## src/rtl/datamem_arbiter.sv

```systemverilog
// Two-port round-robin arbiter in front of the data memory. Each load is tracked until its
// data returns and is routed back to the port that issued it. Each access is checked for size and alignment.
module datamem_arbiter #(
  parameter int ADDR_W   = 64,
  parameter int DATA_W   = 64,
  parameter int READ_LAT = 1
) (
  input  logic                   clk,
  input  logic                   reset,
  input  logic [1:0]             req,
  input  logic [1:0]             req_we,
  input  logic [1:0][ADDR_W-1:0] req_addr,
  input  logic [1:0][DATA_W-1:0] req_wdata,
  input  logic [1:0][3:0]        req_size,
  output logic [1:0]             gnt,
  output logic [1:0]             rvalid,
  output logic [DATA_W-1:0]      rdata,
  output logic [1:0]             err,
  output logic                   busy,
  output logic [ADDR_W-1:0]      mem_addr,
  output logic                   mem_we,
  output logic                   mem_re,
  output logic [DATA_W-1:0]      mem_wdata,
  output logic [3:0]             mem_size,
  input  logic [DATA_W-1:0]      mem_rdata
);

  typedef enum logic {IDLE, RD_WAIT} state_e;

  localparam logic [2:0] LAT_INIT = 3'(READ_LAT);

  state_e      state_q, state_d;
  logic        last_q, last_d;
  logic        owner_q, owner_d;
  logic [2:0]  lat_cnt_q, lat_cnt_d;
  logic [1:0]  err_rv_q, err_rv_d;

  logic              win;
  logic              legal;
  logic [3:0]        win_size;
  logic [ADDR_W-1:0] win_addr;

  // When both ports request, the port that did not win last time goes first.
  always_comb begin
    win      = req[1] & (~req[0] | ~last_q);
    win_addr = req_addr[win];
    win_size = req_size[win];
    case (win_size)
      4'd1, 4'd2, 4'd4, 4'd8: legal = (win_addr[2:0] & 3'(win_size - 4'd1)) == 3'd0;
      default:                legal = 1'b0;
    endcase
  end

  // NOTE: every output and next-state signal gets a default before the case, so no path leaves one unassigned (no latches).
  always_comb begin
    gnt       = '0;
    err       = '0;
    rvalid    = err_rv_q;
    rdata     = '0;
    busy      = 1'b0;
    mem_addr  = '0;
    mem_we    = 1'b0;
    mem_re    = 1'b0;
    mem_wdata = '0;
    mem_size  = '0;
    state_d   = state_q;
    last_d    = last_q;
    owner_d   = owner_q;
    lat_cnt_d = lat_cnt_q;
    err_rv_d  = '0;

    unique case (state_q)
      IDLE: begin
        if (req != 2'b00) begin
          gnt[win]  = 1'b1;
          last_d    = win;
          mem_addr  = win_addr;
          mem_wdata = req_wdata[win];
          mem_size  = win_size;
          if (!legal) begin
            // A rejected load still gets a response, with zero data, on the next cycle.
            err[win]      = 1'b1;
            err_rv_d[win] = ~req_we[win];
          end else if (req_we[win]) begin
            mem_we = 1'b1;
          end else begin
            mem_re    = 1'b1;
            owner_d   = win;
            lat_cnt_d = LAT_INIT;
            state_d   = RD_WAIT;
          end
        end
      end
      RD_WAIT: begin
        busy      = 1'b1;
        lat_cnt_d = lat_cnt_q - 3'd1;
        if (lat_cnt_q == 3'd1) begin
          rvalid[owner_q] = 1'b1;
          rdata           = mem_rdata;
          state_d         = IDLE;
        end
      end
    endcase

    // The grant path is combinational from req, so it is gated here to keep every output low while reset is asserted.
    if (!reset) begin
      gnt       = '0;
      err       = '0;
      mem_addr  = '0;
      mem_we    = 1'b0;
      mem_re    = 1'b0;
      mem_wdata = '0;
      mem_size  = '0;
    end
  end

  // NOTE: state registers use non-blocking assignments so all flops update together at the clock edge.
  always_ff @(posedge clk or negedge reset) begin
    if (!reset) begin
      state_q   <= IDLE;
      last_q    <= 1'b1;
      owner_q   <= 1'b0;
      lat_cnt_q <= 3'd0;
      err_rv_q  <= 2'b00;
    end else begin
      state_q   <= state_d;
      last_q    <= last_d;
      owner_q   <= owner_d;
      lat_cnt_q <= lat_cnt_d;
      err_rv_q  <= err_rv_d;
    end
  end

endmodule

```

## config.mk

```make
export PLATFORM = sky130hd
export DESIGN_NAME = datamem_arbiter
export DESIGN_NICKNAME = d
export VERILOG_FILES = /design/src/rtl/datamem_arbiter.sv
export SDC_FILE = /design/constraint.sdc
export NUM_CORES = 1
export LEC_CHECK = 0
export ABC_AREA = 0
export CAP_MARGIN = 0
export CORE_AREA = 2 2 210 212
export CTS_CLUSTER_DIAMETER = 120
export DETAILED_ROUTE_END_ITERATION = 7
export DIE_AREA = 0 0 212 214
export HOLD_SLACK_MARGIN = 0.08
export PLACE_DENSITY_LB_ADDON = 0.2
export SLEW_MARGIN = 10
export SYNTH_ARGS = -nofsm -noshare
export SYNTH_HDL_FRONTEND = slang
export SYNTH_SLANG_ARGS = --single-unit
export TNS_END_PERCENT = 5
```

## constraint.sdc

```tcl
create_clock -name clk -period 5.4 [get_ports clk]
set_input_delay 0.81 -clock clk [delete_from_list [all_inputs] [get_ports clk]]
set_output_delay 0.81 -clock clk [all_outputs]
set_load 0.05 [all_outputs]
```

# Word level (Yosys, flattened, before mapping)
# Index checks and enable logic that the tools add are counted.
# word_totals
reg_bits	8
word_cells	89
# op_classes
order_cmp	4
n_bitwise	9
eq_ne	8
add_sub_neg	2
n_mux	53
reduce_logical	8
# ops
operator	count
64-bit 2-to-1 mux	12
2-bit 2-to-1 mux	12
4-bit 2-to-1 mux	5
1-bit 2-to-1 mux	17
3-bit 2-to-1 mux	3
2-bit != test (second input constant)	3
3-bit case mux with 2 select lines	1
3-bit by 1-bit subtractor with 3-bit output (second input constant)	2
4-bit by 1-bit == test with 1-bit output (second input constant)	1
4-bit by 2-bit == test with 1-bit output (second input constant)	1
4-bit by 3-bit == test with 1-bit output (second input constant)	1
4-bit == test (second input constant)	1
1-bit by 2-bit < comparator with 1-bit output (second input constant)	2
1-bit inverter	4
4-bit AND reduction	1
4-bit OR reduction	1
3-bit bitwise AND	1
3-bit by 1-bit == test with 1-bit output (second input constant)	1
3-bit logical NOT	1
3-bit AND reduction	1
2-bit bitwise AND	1
1-bit demux with 1-bit select	2
1-bit >= comparator (second input constant)	2
1-bit logical AND	2
6 further kinds	6

# Logic depth before layout (Yosys ltp)
# depth
ltp_word	13
ltp_mapped	6

# Least setup slack after synthesis
# Ideal clock, no wire load.
# synth_path
kind	input to output
start	in req_size[3] (netlist name)
end	out err[0]
arrival_time_ns	2.766
path_stages	6
required_ns	4.590
slack_ns	1.824
path_cell_list	buf_2 nor4b_1 o21a_1 o31ai_1 a31oi_2 nor3_1
# synth_via
elab_chain_cells	9
elab_cells_between_ends	12
cone_classes	4 x eq/ne; 7 x mux; 1 x reduce/logical
# synth_lines
item	line	rtl
start, declared	14	input logic [1:0][3:0] req_size,
4-bit 2-to-1 mux (not written as such) (*) (2 in series)	47	win_size = req_size[win];
4-bit by 1-bit == test with 1-bit output (tied with other cells)	48	case (win_size)
4-bit OR reduction (*)	48	
1-bit 2-to-1 mux (*)	48	
2-bit 2-to-1 mux (*)	80	if (!legal) begin
2-bit 2-to-1 mux (*)	74	if (req != 2'b00) begin
2-bit 2-to-1 mux (*)	72	unique case (state_q)
2-bit 2-to-1 mux (*)	106	if (!reset) begin
end, declared	18	output logic [1:0] err,
# Every way passes the cells marked *; elsewhere a longest branch is shown, timed or not. The select of a mux whose other input is x is not followed.

# Final worst setup path
# layout_path
start	in req[0]
end	out mem_addr[61]
# layout_via
elab_chain_cells	8
elab_cells_between_ends	9
cone_classes	5 x mux; 3 x bitwise; 1 x reduce/logical
# layout_lines
item	line	rtl
start, declared	10	input logic [1:0] req,
1-bit inverter	45	win = req[1] & (~req[0] | ~last_q);
1-bit bitwise OR	45	
1-bit bitwise AND	45	
64-bit 2-to-1 mux (not written as such) (2 in series)	46	win_addr = req_addr[win];
64-bit 2-to-1 mux (*)	74	
64-bit 2-to-1 mux (*)	72	
64-bit 2-to-1 mux (*)	106	
end, declared	20	output logic [ADDR_W-1:0] mem_addr,
# Marks and branches as above.

==> run metrics <==
status finished clean; initial DRC count approximately 260; Pre-antenna DRT Iters 4; Final Max Slew Viols 0; number of synthesized flops with an enable pin 0; critical path required time 4.59 ns; met3 WL 2.58 mm; top post-synthesis cells by area nand2_1 (33%), a21oi_1 (22%), and2_1 (13%), dfrtp_1 (5.8%), buf_2 (4.5%); Worst Hold Class flop to flop; GRT Total Usage between 10% and 20%; post-synthesis adder-cell area fraction less than 1%; WL met2 between 10 and 15 mm; #FFs+latches synth 8; worst slack at placement 0.729 ns; ANT cells 0; Skew-Pair Late Insertion Delay ~0.23 ns; RSZ-0062 raised after global routing false; starting density of the core under 10%; Seq pwr share around 5.0%; clock tree buffer depth 2; most instantiated cells after synthesis nand2_1 (269), a21oi_1 (132), and2_1 (64), buf_2 (27), clkbuf_1 (24); Period minus WS final 4.59 ns; Peak VDD IR 0.0000803 V; Cell Pwr Density 251 nW/µm²; H-Tree Level Count 1; core area 42900 µm²; Die Ht 214 µm; first-pass GRT wire length about 38 mm; Mapped Avg Cell Area 5.07 µm²; startpoint types input port; period utilization 85.0%; Fillers 4865; layout cells sized above 1 2.38%; Rel. slew slack a little over half; Layout area overhead 201%; Clock power frac about 5.7%; # Max-Cap Violations 0; most frequent cell after synthesis nand2_1; leakage power 3.37 nW; synth unique cells 45; Worst Tran Pin Value 0.697 ns; critical path class input port to output port; Post-Syn Area approximately 3000 µm²; Post-DP Area 9010 µm²; syn nets 931; Net Switching 1.37 mW; design area 9080 µm²; Multi-input gate area approximately 2600 µm²; largest net degree at the start of global routing 91; RePlAce Congestion 0.768; Nets 1430; Sw Ratio 59.8%; sequential cell area 201 µm²; Highest Clock Rate 218 MHz; Synth top area share about a third; post-synthesis async set-or-reset flop share 100%; Synth Area in XOR/XNOR 0%; highest metal used met5; CTS Root Cell clkbuf_16; Clock transition at path regs 0.04 ns; leading area contributor after synthesis nand2_1; post-synthesis mux area share 0.664%; Comb pwr share between 80% and 90%; Vias ~5.9k; simple-gate portion of the synthesized area around 53%; vias per cell 3.52; post-CTS sizing 0; Worst Setup End Kind output port; total die area 45400 µm²; sequential share of the synthesized area roughly 6.7%; Routed Antenna Nets 0; setup bufs post-CTS 0; Top FF cell, synth dfrtp_1; Final Skew 0.00115 ns; DRC viols 0; CTS Hold Buffers Added 0; worst setup margin slightly above 0.8 ns; final hold viol count 0; Int Pwr 0.918 mW; vias in the first global route 6073; PortBufs 538; Num CTS Buffers 3; drt total wl 26.4 mm; WP data arrival approximately 3.8 ns; largest family of logic cells by synthesized area simple AND/OR/NAND/NOR gates; final setup fails 0; synth warn 0; compound-cell area share of the yosys netlist 30.9%; Avg WL per Cell 15.7 µm; Syn Inst Count 595; DP Wirelength 21.8 mm; initial antenna violation count 2; CTS tree yes; Fin Setup TNS 0 ns; I/O pin count 539; die extent in x roughly 210 µm; Sink Count 8; GRT overflow 0; CP Max Fanout 44; Routed met1 length 9.60 mm; # rows between 70 and 80
==> worst max-delay path, stage by stage <==
cell and delay (ns):
clkdlybuf4s50_1 0.61, a21bo_4 0.62, buf_4 0.44, nand2_1 0.09
a21oi_1 0.28, clkdlybuf4s50_1 0.90
==> per-stage QoR <==
stage	hold slack, ns	total power [mW]	util (%)	std cells
3_5_place_dp	0.484	2.18	21.0	1674
6_report	0.511	2.28	21.2	1678
5_1_grt	0.531	2.42	21.2	1678
4_1_cts	0.515	2.32	21.2	1678
2_1_floorplan	0.455	1.33	-	595
3_3_place_gp	0.469	2.19	21.0	1674
==> placed cells by master, fill, tap and decap left out, types with 2 or more instances in the layout <==
| master | count |
|---|---|
| clkdlybuf4s50_1 | 537 |
| nand2_1 | 269 |
| a21oi_1 | 132 |
| and2_1 | 64 |
| nor2_1 | 9 |
| dfrtp_1 | 7 |
| buf_4 | 7 |
| o21ai_0 | 6 |
| nor3_1 | 5 |
| inv_1 | 4 |
| nor2b_1 | 3 |
| o21a_1 | 3 |
| clkbuf_16 | 3 |
| nor4b_1 | 2 |
| o211ai_1 | 2 |
| a211o_1 | 2 |
| nor3b_2 | 2 |
| a21o_1 | 2 |
| o21ba_2 | 2 |
| mux2i_1 | 2 |
| o2bb2ai_1 | 2 |
| ha_1 | 2 |
| buf_12 | 2 |
==> power groups by stage <==
| stage | logic [mW] | clock network (mW) | registers [mW] |
|---|---|---|---|
| after CTS | 2.08 | 0.132 | 0.114 |
| after detailed placement | 2.07 | 0 | 0.114 |
| final | 2.04 | 0.129 | 0.114 |
| after global placement | 2.08 | 0 | 0.114 |
| after global routing | 2.17 | 0.136 | 0.118 |
| after floorplan | 1.22 | 0 | 0.115 |
==> flip-flops by register name (all words and copies together) (netlist names) <==
signal and cells:
err_rv_q 2, owner_q 1, state_q 1, last_q 1, lat_cnt_q 3
==> cell type report <==
cell class | count | share of cell area, %
repair buffers | 546 | 60.2
multi-input cells | 530 | 28.5
well taps | 585 | 8.06
flip-flops and latches | 8 | 2.22
clock buffers | 4 | 0.868
inverters | 5 | 0.207
==> kinds of logic (layout without fill, tap and decap cells) <==
kind of cell / count (synthesis) / after routing
buffers and inverters: 57 / 555
and+or+nand+nor: 361 / 361
adders and majority gates: 2 / 2
muxes: 2 / 2
DFF: 8 / 8
AOI/OAI and AO/OA: 165 / 165
==> path summary, 6_finish.rpt <==
path                                           from                       end  slack, ns  cells past startpoint
max                                          req[0]              mem_addr[61]       0.81                      6
min                        lat_cnt_q[1]$_DFFE_PN0P_  lat_cnt_q[1]$_DFFE_PN0P_       0.51                      1
max reg2reg                      last_q$_DFFE_PN1P_     err_rv_q[1]$_DFF_PN0_       3.10                      5
min reg2reg                lat_cnt_q[1]$_DFFE_PN0P_  lat_cnt_q[1]$_DFFE_PN0P_       0.51                      1
max in group asynchronous                     reset        last_q$_DFFE_PN1P_       4.15                      1
min in group asynchronous                     reset         state_q$_DFF_PN0_       0.91                      1
==> metal layers <==
metal / vias to the layer above / GRT usage, %
li1: 2940 / -
met3: 6 / 3.05
met2: 326 / 21.7
met5: - / 0
met4: 2 / 1.10
met1: 2626 / 11.2
Note: power is estimated with default switching activity, not from simulation.
